<file path="src/rtl/qic117_segment_reader_if.sv">
// Command, tape-FSM and data-streamer signals of the QIC-117 segment reader.
// The master drives commands and streamer strobes. The slave is the reader.
interface qic117_segment_reader_if;
  logic        cmd_start;
  logic [15:0] cmd_count;
  logic        cmd_abort;
  logic        tape_ready;
  logic        seg_start;
  logic        blk_complete;
  logic        seg_complete;
  logic        sync_lost;
  logic        file_mark;
  logic        tape_stream_req;
  logic        streamer_en;
  logic        busy;
  logic        done;
  logic        fail;
  logic [2:0]  err_code;
  logic [15:0] segments_done;
  logic [5:0]  blocks_seen;
  logic [1:0]  retry_cnt;

  modport master (
    output cmd_start, cmd_count, cmd_abort, tape_ready,
           seg_start, blk_complete, seg_complete, sync_lost, file_mark,
    input  tape_stream_req, streamer_en, busy, done, fail,
           err_code, segments_done, blocks_seen, retry_cnt
  );

  modport slave (
    input  cmd_start, cmd_count, cmd_abort, tape_ready,
           seg_start, blk_complete, seg_complete, sync_lost, file_mark,
    output tape_stream_req, streamer_en, busy, done, fail,
           err_code, segments_done, blocks_seen, retry_cnt
  );
endinterface

</file>
<file path="src/rtl/qic117_segment_reader.sv">
// QIC-117 segment reader: spins up the tape, hunts and reads segments, and retries on sync loss or timeout.
// Optional QIC_FILEMARK_STOP_EN: a file mark seen while reading ends the command with err_code 5.
module qic117_segment_reader #(
  parameter int TIMEOUT_CYCLES = 2_000_000,
  parameter int MAX_RETRY      = 3
) (
  input logic                     clk,
  input logic                     reset_n,
  qic117_segment_reader_if.slave  bus
);
  localparam logic [2:0] IDLE   = 3'd0;
  localparam logic [2:0] SPINUP = 3'd1;
  localparam logic [2:0] HUNT   = 3'd2;
  localparam logic [2:0] READ   = 3'd3;
  localparam logic [2:0] RETRY  = 3'd4;
  localparam logic [2:0] DONE   = 3'd5;
  localparam logic [2:0] FAIL   = 3'd6;

  localparam int            TW       = $clog2(TIMEOUT_CYCLES + 1);
  localparam logic [TW-1:0] TMO_LAST = TW'(TIMEOUT_CYCLES - 1);

  logic [2:0]    state, state_nxt;
  logic [15:0]   count_q, count_nxt;
  logic [15:0]   seg_q, seg_nxt;
  logic [5:0]    blk_q, blk_nxt;
  logic [1:0]    retry_q, retry_nxt;
  logic [2:0]    err_q, err_nxt;
  logic [TW-1:0] timer_q;

  logic        waiting_data;
  logic        timeout;
  logic        can_retry;
  logic        fm_stop;
  logic [15:0] seg_inc;

  assign waiting_data = (state == HUNT) || (state == READ);
  assign timeout      = (timer_q == TMO_LAST);
  assign can_retry    = int'(retry_q) < MAX_RETRY;
  assign seg_inc      = seg_q + 16'd1;

`ifdef QIC_FILEMARK_STOP_EN
  assign fm_stop = bus.file_mark;
`else
  // file_mark is still read here so the port counts as used, but it has no effect.
  assign fm_stop = bus.file_mark & 1'b0;
`endif

  // NOTE: every variable gets a default first so no path leaves one unassigned (no latches).
  always_comb begin
    state_nxt = state;
    count_nxt = count_q;
    seg_nxt   = seg_q;
    blk_nxt   = blk_q;
    retry_nxt = retry_q;
    err_nxt   = err_q;
    case (state)
      IDLE: if (bus.cmd_start) begin
        count_nxt = bus.cmd_count;
        seg_nxt   = '0;
        blk_nxt   = '0;
        retry_nxt = '0;
        err_nxt   = '0;
        state_nxt = (bus.cmd_count == 16'd0) ? DONE : SPINUP;
      end
      SPINUP: begin
        if (bus.cmd_abort) begin
          state_nxt = FAIL;
          err_nxt   = 3'd4;
        end else if (bus.tape_ready) begin
          state_nxt = HUNT;
        end else if (timeout) begin
          state_nxt = FAIL;
          err_nxt   = 3'd1;
        end
      end
      HUNT, READ: begin
        if (bus.cmd_abort) begin
          state_nxt = FAIL;
          err_nxt   = 3'd4;
        end else if (state == READ && fm_stop) begin
          state_nxt = FAIL;
          err_nxt   = 3'd5;
        end else if (state == READ && bus.seg_complete) begin
          // A block arriving with seg_complete is subsumed: blocks_seen restarts at 0 anyway.
          seg_nxt   = seg_inc;
          blk_nxt   = '0;
          retry_nxt = '0;
          state_nxt = (seg_inc == count_q) ? DONE : HUNT;
        end else if (bus.sync_lost || timeout) begin
          if (can_retry) begin
            retry_nxt = retry_q + 2'd1;
            blk_nxt   = '0;
            state_nxt = RETRY;
          end else begin
            state_nxt = FAIL;
            err_nxt   = bus.sync_lost ? 3'd3 : 3'd2;
          end
        end else if (state == HUNT && bus.seg_start) begin
          state_nxt = READ;
        end else if (state == READ && bus.blk_complete && blk_q != 6'd32) begin
          blk_nxt = blk_q + 6'd1;
        end
      end
      RETRY: begin
        if (bus.cmd_abort) begin
          state_nxt = FAIL;
          err_nxt   = 3'd4;
        end else begin
          state_nxt = HUNT;
        end
      end
      default: state_nxt = IDLE;
    endcase
  end

  // NOTE: sequential state uses non-blocking assignments so all registers update together at the edge.
  always_ff @(posedge clk or negedge reset_n) begin
    if (!reset_n) begin
      state   <= IDLE;
      count_q <= '0;
      seg_q   <= '0;
      blk_q   <= '0;
      retry_q <= '0;
      err_q   <= '0;
      timer_q <= '0;
    end else begin
      state   <= state_nxt;
      count_q <= count_nxt;
      seg_q   <= seg_nxt;
      blk_q   <= blk_nxt;
      retry_q <= retry_nxt;
      err_q   <= err_nxt;
      // The timer measures time since the last sign of progress in SPINUP/HUNT/READ.
      if (state_nxt != state || !(state == SPINUP || waiting_data) ||
          (waiting_data && (bus.seg_start || bus.blk_complete)))
        timer_q <= '0;
      else
        timer_q <= timer_q + 1'b1;
    end
  end

  assign bus.tape_stream_req = (state == SPINUP) || waiting_data || (state == RETRY);
  assign bus.streamer_en     = waiting_data;
  assign bus.busy            = (state != IDLE);
  assign bus.done            = (state == DONE);
  assign bus.fail            = (state == FAIL);
  assign bus.err_code        = err_q;
  assign bus.segments_done   = seg_q;
  assign bus.blocks_seen     = blk_q;
  assign bus.retry_cnt       = retry_q;
endmodule

</file>
<file path="src/flat_wrapper.sv">
// flat-port wrapper written by rule: the top's interface ports become plain ports
module qic117_segment_reader_flat 
#(
  parameter int TIMEOUT_CYCLES = 2_000_000,
  parameter int MAX_RETRY      = 3
)
  (clk, reset_n, bus_cmd_start, bus_cmd_count, bus_cmd_abort, bus_tape_ready, bus_seg_start, bus_blk_complete, bus_seg_complete, bus_sync_lost, bus_file_mark, bus_tape_stream_req, bus_streamer_en, bus_busy, bus_done, bus_fail, bus_err_code, bus_segments_done, bus_blocks_seen, bus_retry_cnt);
  qic117_segment_reader_if bus_i ();
  input logic clk;
  input logic reset_n;
  input wire logic [$bits(bus_i.cmd_start)-1:0] bus_cmd_start;
  input wire logic [$bits(bus_i.cmd_count)-1:0] bus_cmd_count;
  input wire logic [$bits(bus_i.cmd_abort)-1:0] bus_cmd_abort;
  input wire logic [$bits(bus_i.tape_ready)-1:0] bus_tape_ready;
  input wire logic [$bits(bus_i.seg_start)-1:0] bus_seg_start;
  input wire logic [$bits(bus_i.blk_complete)-1:0] bus_blk_complete;
  input wire logic [$bits(bus_i.seg_complete)-1:0] bus_seg_complete;
  input wire logic [$bits(bus_i.sync_lost)-1:0] bus_sync_lost;
  input wire logic [$bits(bus_i.file_mark)-1:0] bus_file_mark;
  output wire logic [$bits(bus_i.tape_stream_req)-1:0] bus_tape_stream_req;
  output wire logic [$bits(bus_i.streamer_en)-1:0] bus_streamer_en;
  output wire logic [$bits(bus_i.busy)-1:0] bus_busy;
  output wire logic [$bits(bus_i.done)-1:0] bus_done;
  output wire logic [$bits(bus_i.fail)-1:0] bus_fail;
  output wire logic [$bits(bus_i.err_code)-1:0] bus_err_code;
  output wire logic [$bits(bus_i.segments_done)-1:0] bus_segments_done;
  output wire logic [$bits(bus_i.blocks_seen)-1:0] bus_blocks_seen;
  output wire logic [$bits(bus_i.retry_cnt)-1:0] bus_retry_cnt;
  assign bus_i.cmd_start = bus_cmd_start;
  assign bus_i.cmd_count = bus_cmd_count;
  assign bus_i.cmd_abort = bus_cmd_abort;
  assign bus_i.tape_ready = bus_tape_ready;
  assign bus_i.seg_start = bus_seg_start;
  assign bus_i.blk_complete = bus_blk_complete;
  assign bus_i.seg_complete = bus_seg_complete;
  assign bus_i.sync_lost = bus_sync_lost;
  assign bus_i.file_mark = bus_file_mark;
  assign bus_tape_stream_req = bus_i.tape_stream_req;
  assign bus_streamer_en = bus_i.streamer_en;
  assign bus_busy = bus_i.busy;
  assign bus_done = bus_i.done;
  assign bus_fail = bus_i.fail;
  assign bus_err_code = bus_i.err_code;
  assign bus_segments_done = bus_i.segments_done;
  assign bus_blocks_seen = bus_i.blocks_seen;
  assign bus_retry_cnt = bus_i.retry_cnt;
  qic117_segment_reader #(.TIMEOUT_CYCLES(TIMEOUT_CYCLES), .MAX_RETRY(MAX_RETRY)) u_core (.clk(clk), .reset_n(reset_n), .bus(bus_i));
endmodule
</file>
<file path="config.mk">
export PLATFORM = sky130hd
export DESIGN_NAME = qic117_segment_reader_flat
export DESIGN_NICKNAME = d
export VERILOG_FILES = /design/src/rtl/qic117_segment_reader_if.sv /design/src/rtl/qic117_segment_reader.sv /design/src/flat_wrapper.sv
export SDC_FILE = /design/constraint.sdc
export NUM_CORES = 1
export LEC_CHECK = 0
export CORE_UTILIZATION = 47
export DETAILED_ROUTE_END_ITERATION = 8
export GPL_TIMING_DRIVEN = 0
export PLACE_DENSITY = 0.7
export SLEW_MARGIN = 25
export SYNTH_ARGS = -nofsm -noshare
export SYNTH_HDL_FRONTEND = slang
export SYNTH_SLANG_ARGS = --single-unit
</file>
<file path="constraint.sdc">
create_clock -name clk -period 7.7 [get_ports clk]
set_input_delay 2.31 -clock clk [delete_from_list [all_inputs] [get_ports clk]]
set_output_delay 2.31 -clock clk [all_outputs]
set_load 0.01 [all_outputs]
</file>
==> metrics.yaml, run 1 <==
clocking:
  clockRootBuffer: "clkbuf_8"
  cts_hold_buf: 0
  cts_tree: "done"
  cts.path.max_buffers: 2
  cts-buffers-inserted: 9
  clk_pin_slew_ns: 0.07
  clk_latency_ns: 0.36
  cts_sinks: 67
  htreeDepth: 3
  ctsResizeCount: 0
  cts_setup_buffers: 0
yosys:
  synth_cells: 473
  synth-seq-cells: 67
  synthFlopType: "dfrtp_1"
  yosysWarnings: 0
  synth.top_cell.area_share: 0.410
  yosysTopAreaCell: "dfrtp_1"
  synth.cell_area_um2: 4090
  synth_area_per_cell_um2: 8.64
  synth_nets: 504
  ys_seq_area_frac: 0.410
  ys_async_sr_fraction: 1.00
  yosysUniqueCellTypes: 64
  ys_top_cells_by_area: "dfrtp_1, nand2_1, xor2_1"
  synth-edff-count: 0
job:
  maxCapViolCount: 0
floorplanning:
  die-area_um2: 9070
  ios: 58
  core.rowCount: 33
  coreArea_um2: 8300
  die_w_um: 95.2
  initial_core_util: 0.492
  fp.dieH_um: 95.2
hold_path:
  hp-class: "reg2reg"
timing:
  hold_viol_final: 0
  drv_slew: 0
  rsz0062_at_grt: "no"
  finalCritPeriodShare: 0.569
  worst_pin_slew_ns: 0.814
  setup_viol: 0
  finalSetupTns_ns: 0
  finClkSkew_ns: 0.0134
  slew_headroom: 0.456
  fmax_ghz: 0.228
  fin_crit_ns: 4.38
finish:
  finish.utilization: 0.607
  stdcell_area_um2: 5030
  syn2layout_area_growth_pct: 23.2
  final_nets: 571
  layout-drive-gt1-share: 0.0844
  layout_commonest_cell: "nand2_1"
  num_antenna_cells: 0
  final_cell_mix: "nand2_1, dfrtp_1, clkdlybuf4s50_1, nor2_1, o21ai_0"
placement:
  dpl_cell_area_um2: 4780
  port_buffers: 55
  place_congestion: 0.873
  hpwl_mm: 7.44
global_route:
  grt_remaining_overflow: 0
  antenna_found_initial: 0
  track_usage: 0.242
  grt_pass1_wl_mm: 16.8
  grt_max_degree: 40
  first_global_vias: 3494
power:
  p_leak_uw: 0.00212
  ir_worst_vdd_mv: 0.179
  powerDensity_nw_per_um2: 279
setup_path:
  r2r-start: "u_core.bus.segments_done[0]"
  worstPathCellList: "clkbuf_1, clkbuf_1, nand2_1, nor2_1, clkdlybuf4s50_1"
  r2r_slack_ns: 4.11
  endpoint_kind: "output pin"
  critical_path_class: "reg2out"
  start_kind: "flip-flop"
  max_stage_delay_ns: 0.55
  crit_required_ns: 5.39
  regToRegEndpoint: "u_core.timer_q[11]"
  cp-endpoint: "bus_fail"
  cp_common_cell: "clkbuf_1"
  critPathArrivalTime_ns: 2.07
  worst-path-max-fanout: 10
  cp-startpoint: "u_core.state[2]"
  crit_slowest_cell: "clkdlybuf4s50_1"
  reg2reg_depth: 9
detailed_routing:
  drtIter0Drc: 214
  drtPass1Iterations: 5
  ant_nets: 0
  avgRoutedWirePerCell_um: 15.7
  num_vias: 3765
  drc: 0
  drt_wl_total_mm: 10.2
  vias_per_cell: 5.79
run_status:
  outcome: "completed"
==> synthesized netlist by cell type, types with 3 or more instances <==
| master | count |
|---|---|
| o21ai_1 | 3 |
| nor2_1 | 32 |
| and4_1 | 3 |
| a21oi_1 | 13 |
| nor2b_1 | 3 |
| nand2b_1 | 6 |
| nor3_1 | 12 |
| nand4_1 | 10 |
| dfrtp_1 | 67 |
| o31ai_1 | 6 |
| inv_1 | 10 |
| a21o_1 | 3 |
| nor4_2 | 3 |
| xor2_1 | 23 |
| and2_1 | 7 |
| or3_1 | 8 |
| nand2_1 | 90 |
| nand3_1 | 20 |
| buf_2 | 5 |
| nor4_1 | 25 |
| clkbuf_1 | 13 |
| and3_1 | 6 |
| xnor2_1 | 17 |
| o21ai_0 | 28 |
| ha_1 | 5 |
| o211ai_1 | 3 |
==> report_power, final <==
group	internal, µW	total (µW)	leakage [µW]	switching [µW]
Sequential	415	475	0.000904	59.8
Clock	225	373	0.000123	148
Combinational	233	558	0.00109	324
Total	873	1400	0.00212	532
==> registers in the layout (all words and copies together) (netlist names) <==
| name | count |
|---|---|
| u_core.bus.retry_cnt | 2 |
| u_core.bus.segments_done | 16 |
| u_core.timer_q | 21 |
| u_core.state | 3 |
| u_core.count_q | 16 |
| u_core.bus.err_code | 3 |
| u_core.bus.blocks_seen | 6 |
==> worst min-delay path by stage <==
stage / startpoint / to / slack (ns) / cells past startpoint
floorplan: u_core.count_q[8] / u_core.count_q[8] / 0.46 / 2
global placement: u_core.count_q[8] / u_core.count_q[8] / 0.48 / 2
detailed placement: u_core.count_q[11] / u_core.count_q[11] / 0.49 / 2
CTS: u_core.count_q[10] / u_core.count_q[10] / 0.51 / 2
global route: u_core.count_q[13] / u_core.count_q[13] / 0.53 / 2
finish: u_core.count_q[10] / u_core.count_q[10] / 0.50 / 2
==> per-stage QoR <==
step / setup WS, ns / total power (µW) / hold WS (ns) / std cells
2_1_floorplan: 3.89 / 851 / 0.460 / 473
3_3_place_gp: 2.04 / 1020 / 0.481 / 633
3_5_place_dp: 2.99 / 1040 / 0.487 / 634
4_1_cts: 3.31 / 1410 / 0.505 / 650
5_1_grt: 3.17 / 1490 / 0.534 / 650
6_report: 3.32 / 1400 / 0.504 / 650
==> layout make-up <==
type	instances	area, µm²
fill	749	3270
multi-input combinational	371	2240
sequential	67	1680
timing repair buffer	56	568
clock buffer	10	138
buffer	25	135
tap	105	131
clock inverter	6	111
inverter	10	37.5
==> cell families (layout without fill, tap and decap cells) <==
| family | count (synthesis) | count (layout) | synth area share |
|---|---|---|---|
| AO/OA/AOI/OAI | 86 | 86 | 0.146 |
| XOR/XNOR | 40 | 40 | 0.0858 |
| adder cells (fa/ha/maj) | 5 | 5 | 0.0153 |
| buffers and inverters | 35 | 107 | 0.0423 |
| flip-flops | 67 | 67 | 0.410 |
| multiplexers | 4 | 4 | 0.0104 |
| AND/OR/NAND/NOR | 236 | 236 | 0.290 |
==> metal layers <==
layer	vias up	global-route usage	part of all wire	wire length (µm)
met3	24	0.0431	0.053	542
li1	1820	-	-	-
met2	135	0.397	0.48	4880
met5	-	0	0	0
met1	1786	0.308	0.44	4520
met4	0	0.117	0.026	269
==> worst max-delay path, delay by kind of cell (launching register included) <==
kind	cells	cell delay, ns
buffers and inverters	3	1.20
flip-flops	1	0.32
AND/OR/NAND/NOR	2	0.21
(Power assumes the default switching activity.)
==> inputs of run 2 (changes only) <==
- clock period: 7.7 -> 4.5 ns (I/O delays scaled with it)
==> results of run 2 <==
The final DEF is identical to that of run 1. Status: completed.
Among the figures that moved: setup slack after placement 2.99 ns -> 0.755 ns; clock-pin slew on the worst setup and hold paths 0.07 ns -> 0.09 ns; setup slack after layout 3.32 ns -> 0.915 ns; start point of the critical path u_core.state[2] -> u_core.bus.segments_done[0]; end point of the critical path bus_fail -> u_core.timer_q[11]; register-to-register setup slack 4.11 ns -> 0.91 ns; total power 1400 µW -> 2400 µW; worst IR drop on VDD 0.179 mV -> 0.306 mV
==> inputs of run 3 (changes only) <==
- PLACE_DENSITY: 0.7 -> 0.73
- clock period: 4.5 -> 3.2 ns (I/O delays scaled with it)
==> run 3 against run 2 <==
Sequential power rose by 42%. Critical endpoint is now bus_fail. Design area barely moved. Cell count rose by 0.46%. Largest power group unchanged. Register-to-register slack got worse by 0.71 ns. Largest cell class unchanged. Wire length rose by 1.9%.
==> metrics.yaml, run 3 (synthesis results as in run 1) <==
timing:
  slew_headroom: 0.519  # was 0.456
  finalCritPeriodShare: 0.949
  hold_viol_final: 0  # unchanged
  fin_crit_ns: 3.04
  finClkSkew_ns: 0.00678  # was 0.0134 ns
  setup_viol: 0  # unchanged
  rsz0062_at_grt: "no"  # unchanged
  worst_pin_slew_ns: 0.719  # was 0.814 ns
  drv_slew: 0  # unchanged
  finalSetupTns_ns: 0  # unchanged
  whs_ns: 0.478  # was 0.504 ns
  fmax_ghz: 0.329
floorplanning:
  die_w_um: 95.2  # unchanged
  fp.dieH_um: 95.2  # unchanged
  core.rowCount: 33  # unchanged
  coreArea_um2: 8300  # unchanged
  die-area_um2: 9070  # unchanged
  initial_core_util: 0.492  # unchanged
  ios: 58  # unchanged
global_route:
  antenna_found_initial: 0  # unchanged
  grt_remaining_overflow: 0  # unchanged
  track_usage: 0.245  # was 0.242
  grt_pass1_wl_mm: 17.0  # was 16.8 mm
  first_global_vias: 3515  # was 3494
  grt_max_degree: 51  # was 40
setup_path:
  worst-path-max-fanout: 10  # unchanged
  crit_required_ns: 2.24  # was 4.71 ns
  critPathArrivalTime_ns: 2.08  # was 3.80 ns
  max_stage_delay_ns: 0.54  # was 0.57 ns
  worstPathCellList: "clkbuf_1, clkbuf_1, nand2_1, nor2_1, clkdlybuf4s50_1"  # was ha_1, nand3_1, nor4_1, mux2_2, nor4_1, nand4_2, o21ai_2, buf_4, nor4_1
  r2r_slack_ns: 0.20  # was 0.91 ns
  endpoint_kind: "output pin"  # was flip-flop
  start_kind: "flip-flop"  # unchanged
  reg2reg_depth: 10  # was 9
  critical_path_class: "reg2out"  # was reg2reg
  crit_slowest_cell: "clkdlybuf4s50_1"  # was nor4_1
  cp_common_cell: "clkbuf_1"  # was nor4_1
detailed_routing:
  ant_nets: 0  # unchanged
  drtIter0Drc: 175  # was 214
  num_vias: 3804  # was 3765
  drt_wl_total_mm: 10.4  # was 10.2 mm
  vias_per_cell: 5.83  # was 5.79
  avgRoutedWirePerCell_um: 15.9  # was 15.7 µm
  drtPass1Iterations: 5  # unchanged
  drc: 0  # unchanged
clocking:
  cts_hold_buf: 0  # unchanged
  cts.path.max_buffers: 2  # unchanged
  clk_latency_ns: 0.34  # was 0.36 ns
  cts_sinks: 67  # unchanged
  clockRootBuffer: "clkbuf_8"  # unchanged
  htreeDepth: 3  # unchanged
  cts_tree: "done"  # unchanged
  cts-buffers-inserted: 9  # unchanged
  clk_pin_slew_ns: 0.07  # was 0.09 ns
placement:
  place_congestion: 0.887  # was 0.873
  hpwl_mm: 7.56  # was 7.44 mm
  port_buffers: 55  # unchanged
finish:
  final_nets: 574  # was 571
  syn2layout_area_growth_pct: 23.2  # about the same
  layout-drive-gt1-share: 0.0949  # was 0.0844
  layout_commonest_cell: "nand2_1"  # unchanged
  final_cell_mix: "nand2_1, dfrtp_1, clkdlybuf4s50_1, nor2_1, o21ai_0"  # unchanged
  largest-register: "u_core.timer_q"  # unchanged
  num_antenna_cells: 0  # unchanged
  largest_reg_flops: 21  # unchanged
job:
  maxCapViolCount: 0  # unchanged
hold_path:
  hp-class: "in2async"  # was reg2reg
run_status:
  outcome: "completed"  # unchanged
power:
  ir_worst_vdd_mv: 0.482  # was 0.306 mV
  powerDensity_nw_per_um2: 628  # was 478 nW/µm²
  p_leak_uw: 0.00211  # was 0.00212 µW
-- run 3: cell types whose count changed in the layout (fill, tap and decap cells not counted), sizes merged --
cell      delta
bufinv       -3
inv          -1
clkinv       +1
clkbuf       +2
buf          +3
clkinvlp     +1
-- run 3: metrics by stage --
step | util | instance area (µm²) | setup WS [ns] | total power (µW) | instances
6_report | 0.607 | 5030 | 0.163 | 3160 | 653
4_1_cts | 0.605 | 5020 | 0.0775 | 3170 | 652
5_1_grt | 0.607 | 5030 | 0.0148 | 3370 | 653
2_1_floorplan | - | 4090 | 0.188 | 2050 | 473
3_5_place_dp | 0.577 | 4790 | -0.360 | 2500 | 634
3_3_place_gp | 0.574 | 4770 | -1.07 | 2460 | 633
-- run 3: final cells by class --
| type | instances | area (µm²) |
|---|---|---|
| fill | 740 | 3260 |
| multi-input combinational | 371 | 2270 |
| sequential | 67 | 1680 |
| timing repair buffer | 59 | 598 |
| clock buffer | 12 | 155 |
| buffer | 25 | 135 |
| tap | 105 | 131 |
| inverter | 10 | 37.5 |
| clock inverter | 4 | 25.0 |
-- run 3: repair_timing --
action	CTS	global route
pin swaps	1	2
setup buffers	2	1
resized for setup	6	1
setup endpoints to repair	23	12
-- run 3: per-layer routing --
layer / GRT usage / vias up / wire length (µm)
met1: 0.318 / 1838 / 4470
met5: 0 / - / 0
met4: 0.0947 / 0 / 276
met2: 0.406 / 109 / 5140
met3: 0.0447 / 21 / 523
li1: - / 1836 / -
-- run 3: worst paths after layout --
kind | startpoint | endpoint
setup / recovery | u_core.state[2] | bus_fail
hold / removal | reset_n | u_core.bus.segments_done[2]
setup reg to reg | u_core.bus.segments_done[1] | u_core.timer_q[16]
hold reg to reg | u_core.count_q[12] | u_core.count_q[12]
max in group asynchronous | reset_n | u_core.count_q[10]
min in group clk | u_core.count_q[12] | u_core.count_q[12]
-- run 3: critical path: cells and delay by family, from the launching register on --
kind | cells | cell delay (ns)
flip-flops | 1 | 0.33
AND/OR/NAND/NOR | 2 | 0.20
buffers and inverters | 3 | 1.20
-- run 3: power by group --
group          switching (µW)  internal [µW]  leakage [µW]
Combinational             795            569       0.00112
Clock                     332            321     0.0000884
Sequential                147           1000      0.000902
